### src/rtl/ttm4_pkg.sv
// ttm4_pkg
// Constants shared by the TTM4 fetch stage and decoder: instruction field
// bit positions, the NOP encoding, the opcode map and the fetch FSM state
// encoding.
package ttm4_pkg;

  localparam int OP_MSB = 15;
  localparam int OP_LSB = 11;
  localparam int SR_MSB = 10;
  localparam int SR_LSB = 8;
  localparam int LR_MSB = 7;
  localparam int LR_LSB = 5;

  localparam logic [15:0] NOP_INSN = 16'h0000;

  localparam logic [4:0] OPC_MOV = 5'b00001;
  localparam logic [4:0] OPC_XOR = 5'b10001;
  localparam logic [4:0] OPC_AND = 5'b10000;
  localparam logic [4:0] OPC_OR  = 5'b10010;
  localparam logic [4:0] OPC_ADD = 5'b10100;
  localparam logic [4:0] OPC_SUB = 5'b10110;
  localparam logic [4:0] OPC_CMP = 5'b10111;
  localparam logic [4:0] OPC_JMP = 5'b01100;
  localparam logic [4:0] OPC_JNC = 5'b01010;
  localparam logic [4:0] OPC_JC  = 5'b01011;
  localparam logic [4:0] OPC_JNZ = 5'b01110;
  localparam logic [4:0] OPC_JZ  = 5'b01111;
  localparam logic [4:0] OPC_PSH = 5'b01001;
  localparam logic [4:0] OPC_POP = 5'b01000;

  typedef enum logic [1:0] {
    ST_IDLE  = 2'd0,
    ST_FETCH = 2'd1,
    ST_EXEC  = 2'd2
  } fetchState_t;

endpackage

### src/rtl/ttm4_pc_counter.sv
// ttm4_pc_counter
// AW-bit program counter with asynchronous reset to RESET_PC, parallel load
// (priority) and increment that wraps modulo 2^AW.
// Ports:
//   clk   - clock
//   rst   - asynchronous active-high reset
//   load  - load pcIn this edge
//   inc   - increment this edge (ignored when load is set)
//   pcIn  - load value
//   pc    - current program counter
module ttm4_pc_counter #(
  parameter int            AW       = 4,
  parameter logic [AW-1:0] RESET_PC = '0
) (
  input  logic          clk,
  input  logic          rst,
  input  logic          load,
  input  logic          inc,
  input  logic [AW-1:0] pcIn,
  output logic [AW-1:0] pc
);

  always_ff @(posedge clk or posedge rst) begin
    if (rst) begin
      pc <= RESET_PC;
    end else if (load) begin
      pc <= pcIn;
    end else if (inc) begin
      pc <= pc + AW'(1);
    end
  end

endmodule

### src/rtl/ttm4_instruction_fetch.sv
// ttm4_instruction_fetch
// Fetch stage feeding the TTM4 decoder. Reads program memory at PC through a
// req/ack handshake, latches the word into the instruction register and
// presents its fields for one EXEC cycle, then advances or redirects the PC.
// Ports:
//   CLK, RST            - clock, asynchronous active-high reset
//   MEM_RD, MEM_ADDR    - read request and address (held until MEM_ACK)
//   MEM_ACK, MEM_DATA   - read data valid strobe and instruction word
//   nPC_LD, PC_IN       - active-low jump request and target, used in EXEC
//   OP, SR, LR, IMM     - instruction fields taken straight from the IR
//   INSN_VALID          - fields valid (EXEC state)
//   PC                  - current program counter
//   RETIRED             - saturating executed-instruction count
//   HALT, STEP          - only with TTM4_FETCH_STEP_EN defined: hold the
//                         fetch loop, and single-step one instruction
module ttm4_instruction_fetch
  import ttm4_pkg::*;
#(
  parameter int            AW       = 4,
  parameter int            IW       = 16,
  parameter int            IMM_W    = 4,
  parameter logic [AW-1:0] RESET_PC = '0
) (
  input  logic             CLK,
  input  logic             RST,
  output logic             MEM_RD,
  output logic [AW-1:0]    MEM_ADDR,
  input  logic             MEM_ACK,
  input  logic [IW-1:0]    MEM_DATA,
  input  logic             nPC_LD,
  input  logic [AW-1:0]    PC_IN,
`ifdef TTM4_FETCH_STEP_EN
  input  logic             HALT,
  input  logic             STEP,
`endif
  output logic [4:0]       OP,
  output logic [2:0]       SR,
  output logic [2:0]       LR,
  output logic [IMM_W-1:0] IMM,
  output logic             INSN_VALID,
  output logic [AW-1:0]    PC,
  output logic [15:0]      RETIRED
);

  fetchState_t   stateQ, stateD;
  logic [IW-1:0] irQ;
  logic [15:0]   retiredQ;
  logic          memRd, insnValid, capture, pcLoad, pcInc;
  logic          fetchEn;
  logic          unusedIrBits;

  function automatic logic [15:0] satInc16(input logic [15:0] v);
    return (v == 16'hFFFF) ? v : v + 16'd1;
  endfunction

`ifdef TTM4_FETCH_STEP_EN
  // Once a read has been issued it runs to its ack regardless of HALT, so
  // MEM_ADDR stays stable and a late HALT only bites after the next EXEC.
  logic readActiveQ;

  always_ff @(posedge CLK or posedge RST) begin
    if (RST) begin
      readActiveQ <= 1'b0;
    end else begin
      readActiveQ <= memRd && !MEM_ACK;
    end
  end

  assign fetchEn = !HALT || STEP || readActiveQ;
`else
  assign fetchEn = 1'b1;
`endif

  // ---- state register ----
  always_ff @(posedge CLK or posedge RST) begin
    if (RST) begin
      stateQ <= ST_IDLE;
    end else begin
      stateQ <= stateD;
    end
  end

  always_comb begin
    stateD    = stateQ;
    memRd     = 1'b0;
    insnValid = 1'b0;
    capture   = 1'b0;
    pcLoad    = 1'b0;
    pcInc     = 1'b0;
    case (stateQ)
      ST_IDLE: begin
        stateD = ST_FETCH;
      end
      ST_FETCH: begin
        if (fetchEn) begin
          memRd = 1'b1;
          if (MEM_ACK) begin
            capture = 1'b1;
            stateD  = ST_EXEC;
          end
        end
      end
      ST_EXEC: begin
        insnValid = 1'b1;
        stateD    = ST_FETCH;
        if (!nPC_LD) begin
          pcLoad = 1'b1;
        end else begin
          pcInc = 1'b1;
        end
      end
      default: begin
        stateD = ST_IDLE;
      end
    endcase
  end

  // ---- instruction register and retire counter ----
  always_ff @(posedge CLK or posedge RST) begin
    if (RST) begin
      irQ      <= IW'(NOP_INSN);
      retiredQ <= 16'd0;
    end else begin
      if (capture) begin
        irQ <= MEM_DATA;
      end
      if (insnValid) begin
        retiredQ <= satInc16(retiredQ);
      end
    end
  end

  ttm4_pc_counter #(
    .AW       (AW),
    .RESET_PC (RESET_PC)
  ) uPcCounter (
    .clk  (CLK),
    .rst  (RST),
    .load (pcLoad),
    .inc  (pcInc),
    .pcIn (PC_IN),
    .pc   (PC)
  );

  // ---- outputs ----
  assign MEM_RD     = memRd;
  assign MEM_ADDR   = PC;
  assign INSN_VALID = insnValid;
  assign RETIRED    = retiredQ;
  assign OP         = irQ[OP_MSB:OP_LSB];
  assign SR         = irQ[SR_MSB:SR_LSB];
  assign LR         = irQ[LR_MSB:LR_LSB];
  assign IMM        = irQ[IMM_W-1:0];

  // IR bits between the LR and IMM fields are not decoded.
  assign unusedIrBits = ^irQ;

endmodule

### config.mk
export PLATFORM = sky130hd
export DESIGN_NAME = ttm4_instruction_fetch
export DESIGN_NICKNAME = d
export VERILOG_FILES = /design/src/rtl/ttm4_pkg.sv /design/src/rtl/ttm4_pc_counter.sv /design/src/rtl/ttm4_instruction_fetch.sv
export SDC_FILE = /design/constraint.sdc
export NUM_CORES = 1
export LEC_CHECK = 0
export CORE_ASPECT_RATIO = 0.9
export CORE_MARGIN = 5
export CORE_UTILIZATION = 35
export DETAILED_ROUTE_END_ITERATION = 6
export GPL_TIMING_DRIVEN = 0
export PLACE_DENSITY = 0.66
export SLEW_MARGIN = 10
export SYNTH_ARGS = -nofsm -noshare
export SYNTH_HDL_FRONTEND = slang
export SYNTH_SLANG_ARGS = --single-unit
### constraint.sdc
create_clock -name CLK -period 3.3 [get_ports CLK]
set_input_delay 0.66 -clock CLK [delete_from_list [all_inputs] [get_ports CLK]]
set_output_delay 0.66 -clock CLK [all_outputs]
set_load 0.05 [all_outputs]
==> results.ini, run 1 <==
[run_status]
status = finished, final reports clean

[sta]
slew_headroom = 0.487
final_max_slew_viol_count = 0
fmax_mhz = 389
min_period_ps = 2570
period_share = 0.779
skew_ps = 7.39
whs_ps = 484
hold_viol_final = 0
finalSetupTns_ps = 0
worstMarginPinSlew_ps = 768
rsz0062_at_grt = false
setup-violations-final = 0

[layout]
syn_to_final_growth_pct = 46.3
layout-drive-gt1-share = 0.159
final_cells = 272
num_antenna_cells = 0
mostFrequentLayoutCell = clkdlybuf4s50_1
num-nets-final = 232
final_cell_mix = clkdlybuf4s50_1 (62), dfrtp_1 (37), mux2_2 (15)

[logic_synthesis]
ys_ff_latch = 37
netlist_instances = 137
synth-seq-area-share = 0.548
avgSynthCellArea_um2 = 12.3
yosysWarnings = 0
syn_area_um2 = 1690
ys_types = 36
syn-num-nets = 163

[detailed_routing]
route.detailed.drc = 0
via_per_inst = 4.73
num_vias = 1286
first_pass_iters = 6
ant_nets = 0
wirelength_um = 3560
post_drt_wl_per_cell_um = 13.1
dr.first_iter.drc_count = 53

[floorplanning]
die_w_um = 83.2
dieHeight_um = 75.9
rows = 24
core_um2 = 4770
die_area_um2 = 6320
start_util = 0.354
ios = 65

[critical_path]
cp_max_fo = 7
cp_slowest_cell = clkdlybuf4s50_1
startpoint = stateQ[0]$_DFFE_PP0P_
end_kind = output port
path_class = reg2out
cp_top_family = buffers and inverters
crit_buf_inv = 2
cpPeakStageDelay_ps = 830
arrival_ps = 1910
worstReg2RegStart = RETIRED[0]$_DFFE_PP0P_
worstSetupStartpointType = flop
crit_required_ps = 2640
cp_cell_sequence = nand2b_1, inv_2, clkdlybuf4s50_1

[clocking]
cts_root_buf = clkbuf_8
cts_setup_buffers = 0
ctsResizeCount = 0
clk_pin_slew_worst_paths_ps = 70
cts_tree = yes
cts-buffers-inserted = 5
ctsHtreeMaxLevel = 2
cts_hold_buf = 0
clk_latency_ps = 290
cts_buffer_depth = 2
clock-sinks = 37

[min_path]
hold_path.startpoint = stateQ[0]$_DFFE_PP0P_
min_path_type = reg2reg

[global_routing]
grt_pass1_vias = 1330
grt-ovfl-total = 0
grt_pass1_wl_um = 6140
grt_usage = 0.119
grt_max_degree = 38
antenna_found_initial = 0

[placed_design]
gp_congestion = 0.799
hpwl_um = 2650
port_buffers = 62
dp_cells = 264

[power]
ir_worst_vdd_uv = 508
p_leak_uw = 0.00103
switching_share = 0.450
p_comb_frac = 0.504
pwr-share-clk = 0.155
switching_power_uw = 879
seq_power_share = 0.341
power.density_nw_per_um2 = 790
intPower_uw = 1070

[flow_run]
drv_cap = 0

-- worst paths after layout --
| path | to | slack, ps | depth (start not counted) |
|---|---|---|---|
| worst max-delay path | INSN_VALID | 730 | 3 |
| worst min-delay path | stateQ[0]$_DFFE_PP0P_ | 480 | 1 |
| worst max register to register | RETIRED[12]$_DFFE_PP0P_ | 1400 | 5 |
| worst min register to register | stateQ[0]$_DFFE_PP0P_ | 480 | 1 |
| max in group asynchronous | RETIRED[10]$_DFFE_PP0P_ | 1980 | 2 |
| min in group asynchronous | irQ[9]$_DFFE_PP0P_ | 830 | 2 |
-- metal layers --
layer | vias to the layer above | wire length (um) | part of all wire | GRT usage
li1 | 625 | - | - | -
met1 | 608 | 1540 | 0.43 | 0.141
met2 | 48 | 1540 | 0.43 | 0.180
met3 | 5 | 442 | 0.12 | 0.0705
met4 | 0 | 38 | 0.011 | 0.0392
met5 | - | 0 | 0 | 0
-- kinds of logic after synthesis --
kind of cell    count (synthesis)  share of synthesized area
mux                            20                      0.134
xor+xnor                       10                     0.0519
compound gates                 18                     0.0719
fa+ha+maj                       2                     0.0148
flops                          37                      0.548
simple gates                   39                      0.145
buf+inv                        11                     0.0341
-- per-stage QoR --
step / setup slack, ps / power (uW) / instance area, um2 / utilization
5_1_grt: 636 / 2060 / 2470 / 0.518
6_report: 731 / 1950 / 2470 / 0.518
2_1_floorplan: 1160 / 1330 / 1690 / -
3_3_place_gp: 946 / 1660 / 2390 / 0.501
4_1_cts: 704 / 1980 / 2470 / 0.518
3_5_place_dp: 1030 / 1670 / 2390 / 0.501
-- cell type report --
cell class | count | area [um2]
Fill cell | 424 | 2300
Inverter | 5 | 18.8
Timing Repair Buffer | 62 | 621
Multi-Input combinational cell | 89 | 706
Buffer | 6 | 38.8
Clock buffer | 8 | 80.1
Tap cell | 65 | 81.3
Sequential cell | 37 | 926
-- registers in the layout (all words and copies together) (netlist names) --
name and flops:
RETIRED 16, irQ 15, uPcCounter.pc 4, stateQ 2
-- synth_stat cells --
master / count / share of area
dfrtp_1: 37 / 0.55
mux2_2: 15 / 0.10
xnor2_1: 8 / 0.041
o21ai_0: 7 / 0.021
nand2_1: 6 / 0.013
a21oi_1: 5 / 0.015
nand3_1: 5 / 0.015
nand4_1: 5 / 0.019
nor2_1: 5 / 0.011
buf_4: 4 / 0.018
inv_1: 4 / 0.0089
a31oi_1: 2 / 0.0074
and4_1: 2 / 0.010
ha_1: 2 / 0.015
mux2_1: 2 / 0.013
mux2i_1: 2 / 0.012
nand2b_1: 2 / 0.0074
nand3b_1: 2 / 0.0089
nand4_2: 2 / 0.015
nor2b_1: 2 / 0.0074
nor3_1: 2 / 0.0059
xor2_1: 2 / 0.010
and3_1: 1 / 0.0037
buf_2: 1 / 0.0030
clkbuf_1: 1 / 0.0022
inv_2: 1 / 0.0022
mux2_4: 1 / 0.0089
nand3_4: 1 / 0.010
o211ai_1: 1 / 0.0044
o21a_1: 1 / 0.0044
o22ai_1: 1 / 0.0037
o41ai_4: 1 / 0.016
or2_1: 1 / 0.0037
or3_1: 1 / 0.0037
or3_4: 1 / 0.0067
or4_1: 1 / 0.0044
-- power by group through the flow --
stage / sequential (uW) / clock, uW / combinational (uW)
finish: 666 / 302 / 985
global route: 686 / 335 / 1030
CTS: 667 / 315 / 997
detailed placement: 673 / 0 / 995
global placement: 672 / 0 / 990
floorplan: 1030 / 0 / 297
(Power assumes the default switching activity.)
==> inputs of run 2 (changes only) <==
- clock period: 3.3 -> 2.38 ns (I/O delays scaled with it)
==> run 2 against run 1 <==
First-iteration DRC count is the same. Core utilization is essentially flat. Setup slack lost 530 ps. Sequential share of layout area is essentially flat. Die area is the same. Clock-buffer cell count is the same. Hold slack is the same. Largest cell class unchanged. Final area is essentially flat. Sequential power grew 39%. Clock power grew 39%. Combinational power grew 38%.
==> results.ini, run 2 (synthesis gave the netlist of run 1 again) <==
[detailed_routing]
wirelength_um = 3560  ; about the same
num_vias = 1286  ; unchanged
route.detailed.drc = 0  ; unchanged
first_pass_iters = 6  ; unchanged
ant_nets = 0  ; unchanged
dr.first_iter.drc_count = 53  ; unchanged
via_per_inst = 4.73  ; unchanged
post_drt_wl_per_cell_um = 13.1  ; about the same

[global_routing]
grt_usage = 0.119  ; unchanged
grt_pass1_vias = 1330  ; unchanged
grt-ovfl-total = 0  ; unchanged
antenna_found_initial = 0  ; unchanged
grt_max_degree = 38  ; unchanged
grt_pass1_wl_um = 6140  ; unchanged

[placed_design]
hpwl_um = 2650  ; unchanged
port_buffers = 62  ; unchanged
gp_congestion = 0.799  ; unchanged
dp_cells = 264  ; unchanged

[clocking]
cts_buffer_depth = 2  ; unchanged
cts_setup_buffers = 0  ; unchanged
clk_latency_ps = 290  ; about the same
cts_hold_buf = 0  ; unchanged
clock-sinks = 37  ; unchanged
cts_root_buf = clkbuf_8
ctsHtreeMaxLevel = 2  ; unchanged
cts_tree = yes
clk_pin_slew_worst_paths_ps = 70  ; about the same
cts-buffers-inserted = 5  ; unchanged
ctsResizeCount = 1  ; +1

[critical_path]
crit_buf_inv = 1  ; -1
cpPeakStageDelay_ps = 840  ; about the same
arrival_ps = 1710  ; -200 ps
cp_top_family = buffers and inverters
cp_cell_sequence = nor2b_1, clkdlybuf4s50_1
worstSetupStartpointType = flop
r2r_slack_ps = 480  ; -920 ps
cp_max_fo = 4  ; -3
path_class = reg2out
r2r_end = RETIRED[12]$_DFFE_PP0P_
end_kind = output port
worstReg2RegStart = RETIRED[0]$_DFFE_PP0P_
crit_required_ps = 1900  ; -740 ps
r2r_cells = 5  ; unchanged
cp_slowest_cell = clkdlybuf4s50_1

[min_path]
min_path_type = reg2reg
hold_end = stateQ[0]$_DFFE_PP0P_
hold_path.startpoint = stateQ[0]$_DFFE_PP0P_
hold_path_depth = 1  ; unchanged

[sta]
setup-violations-final = 0  ; unchanged
slew_headroom = 0.487  ; unchanged
worstMarginPinSlew_ps = 768  ; unchanged
finalSetupTns_ps = 0  ; unchanged
hold_viol_final = 0  ; unchanged
period_share = 0.917
rsz0062_at_grt = false
min_period_ps = 2180
fmax_mhz = 458
skew_ps = 7.39  ; unchanged
final_max_slew_viol_count = 0  ; unchanged

[floorplanning]
core_um2 = 4770  ; unchanged
start_util = 0.354  ; unchanged
ios = 65  ; unchanged
dieHeight_um = 75.9  ; unchanged
die_area_um2 = 6320  ; unchanged
rows = 24  ; unchanged
die_w_um = 83.2  ; unchanged

[layout]
final_cells = 272  ; unchanged
fill_cells = 424  ; unchanged
layout-drive-gt1-share = 0.159  ; unchanged
final_cell_mix = clkdlybuf4s50_1 (61), dfrtp_1 (37), mux2_2 (15)
largest_reg_flops = 16  ; unchanged
num-nets-final = 232  ; unchanged
num_antenna_cells = 0  ; unchanged
mostFrequentLayoutCell = clkdlybuf4s50_1
syn_to_final_growth_pct = 46.2  ; about the same

[power]
ir_worst_vdd_uv = 704  ; +39%
power.density_nw_per_um2 = 1100  ; +39%
p_leak_uw = 0.00103  ; +0.41%

[run_status]
status = finished, final reports clean

[flow_run]
drv_cap = 0  ; unchanged

[run 2: changes by cell type in the layout (fill, tap and decap cells not counted), sizes merged]
cell,change
clkdlybuf4s50,-1
dlygate4sd2,+1
[run 2: worst max path at each step]
stage	from	to	slack, ps	cells past startpoint
floorplan	RETIRED[0]$_DFFE_PP0P_	RETIRED[8]$_DFFE_PP0P_	240	5
global placement	RST	RETIRED[7]$_DFFE_PP0P_	210	2
detailed placement	stateQ[0]$_DFFE_PP0P_	INSN_VALID	290	3
CTS	stateQ[1]$_DFFE_PP0P_	MEM_RD	170	2
global route	stateQ[1]$_DFFE_PP0P_	MEM_RD	60	2
finish	stateQ[1]$_DFFE_PP0P_	MEM_RD	200	2
[run 2: final cells by class]
type | instances | area (um2) | area share
Timing Repair Buffer | 62 | 619 | 0.251
Multi-Input combinational cell | 89 | 706 | 0.286
Inverter | 5 | 18.8 | 0.00760
Buffer | 6 | 38.8 | 0.0157
Clock buffer | 8 | 80.1 | 0.0324
Tap cell | 65 | 81.3 | 0.0329
Sequential cell | 37 | 926 | 0.375
[run 2: stage by stage]
step | total power, uW | hold WS [ps] | setup slack (ps) | util | area (um2)
global route | 2850 | 521 | 63.4 | 0.517 | 2470
CTS | 2740 | 490 | 169 | 0.517 | 2470
detailed placement | 2310 | 480 | 294 | 0.501 | 2390
global placement | 2300 | 471 | 210 | 0.501 | 2390
floorplan | 1840 | 447 | 235 | - | 1690
finish | 2710 | 484 | 197 | 0.517 | 2470
[run 2: where the power goes]
part	internal [uW]	switching [uW]	leakage, uW
logic	502	862	0.000528
clock network	208	211	0.0000395
registers	778	145	0.000462
total	1490	1220	0.00103
[run 2: per-layer routing]
metal | global-route usage | share of wire | vias to the layer above
li1 | - | - | 625
met1 | 0.141 | 0.43 | 608
met2 | 0.180 | 0.43 | 48
met3 | 0.0705 | 0.12 | 5
met4 | 0.0392 | 0.011 | 0
met5 | 0 | 0 | -
==> inputs of run 3 (changes only) <==
- CAP_MARGIN: default -> 40
==> results of run 3 <==
The final DEF is identical to that of run 2; final timing and power are the same.
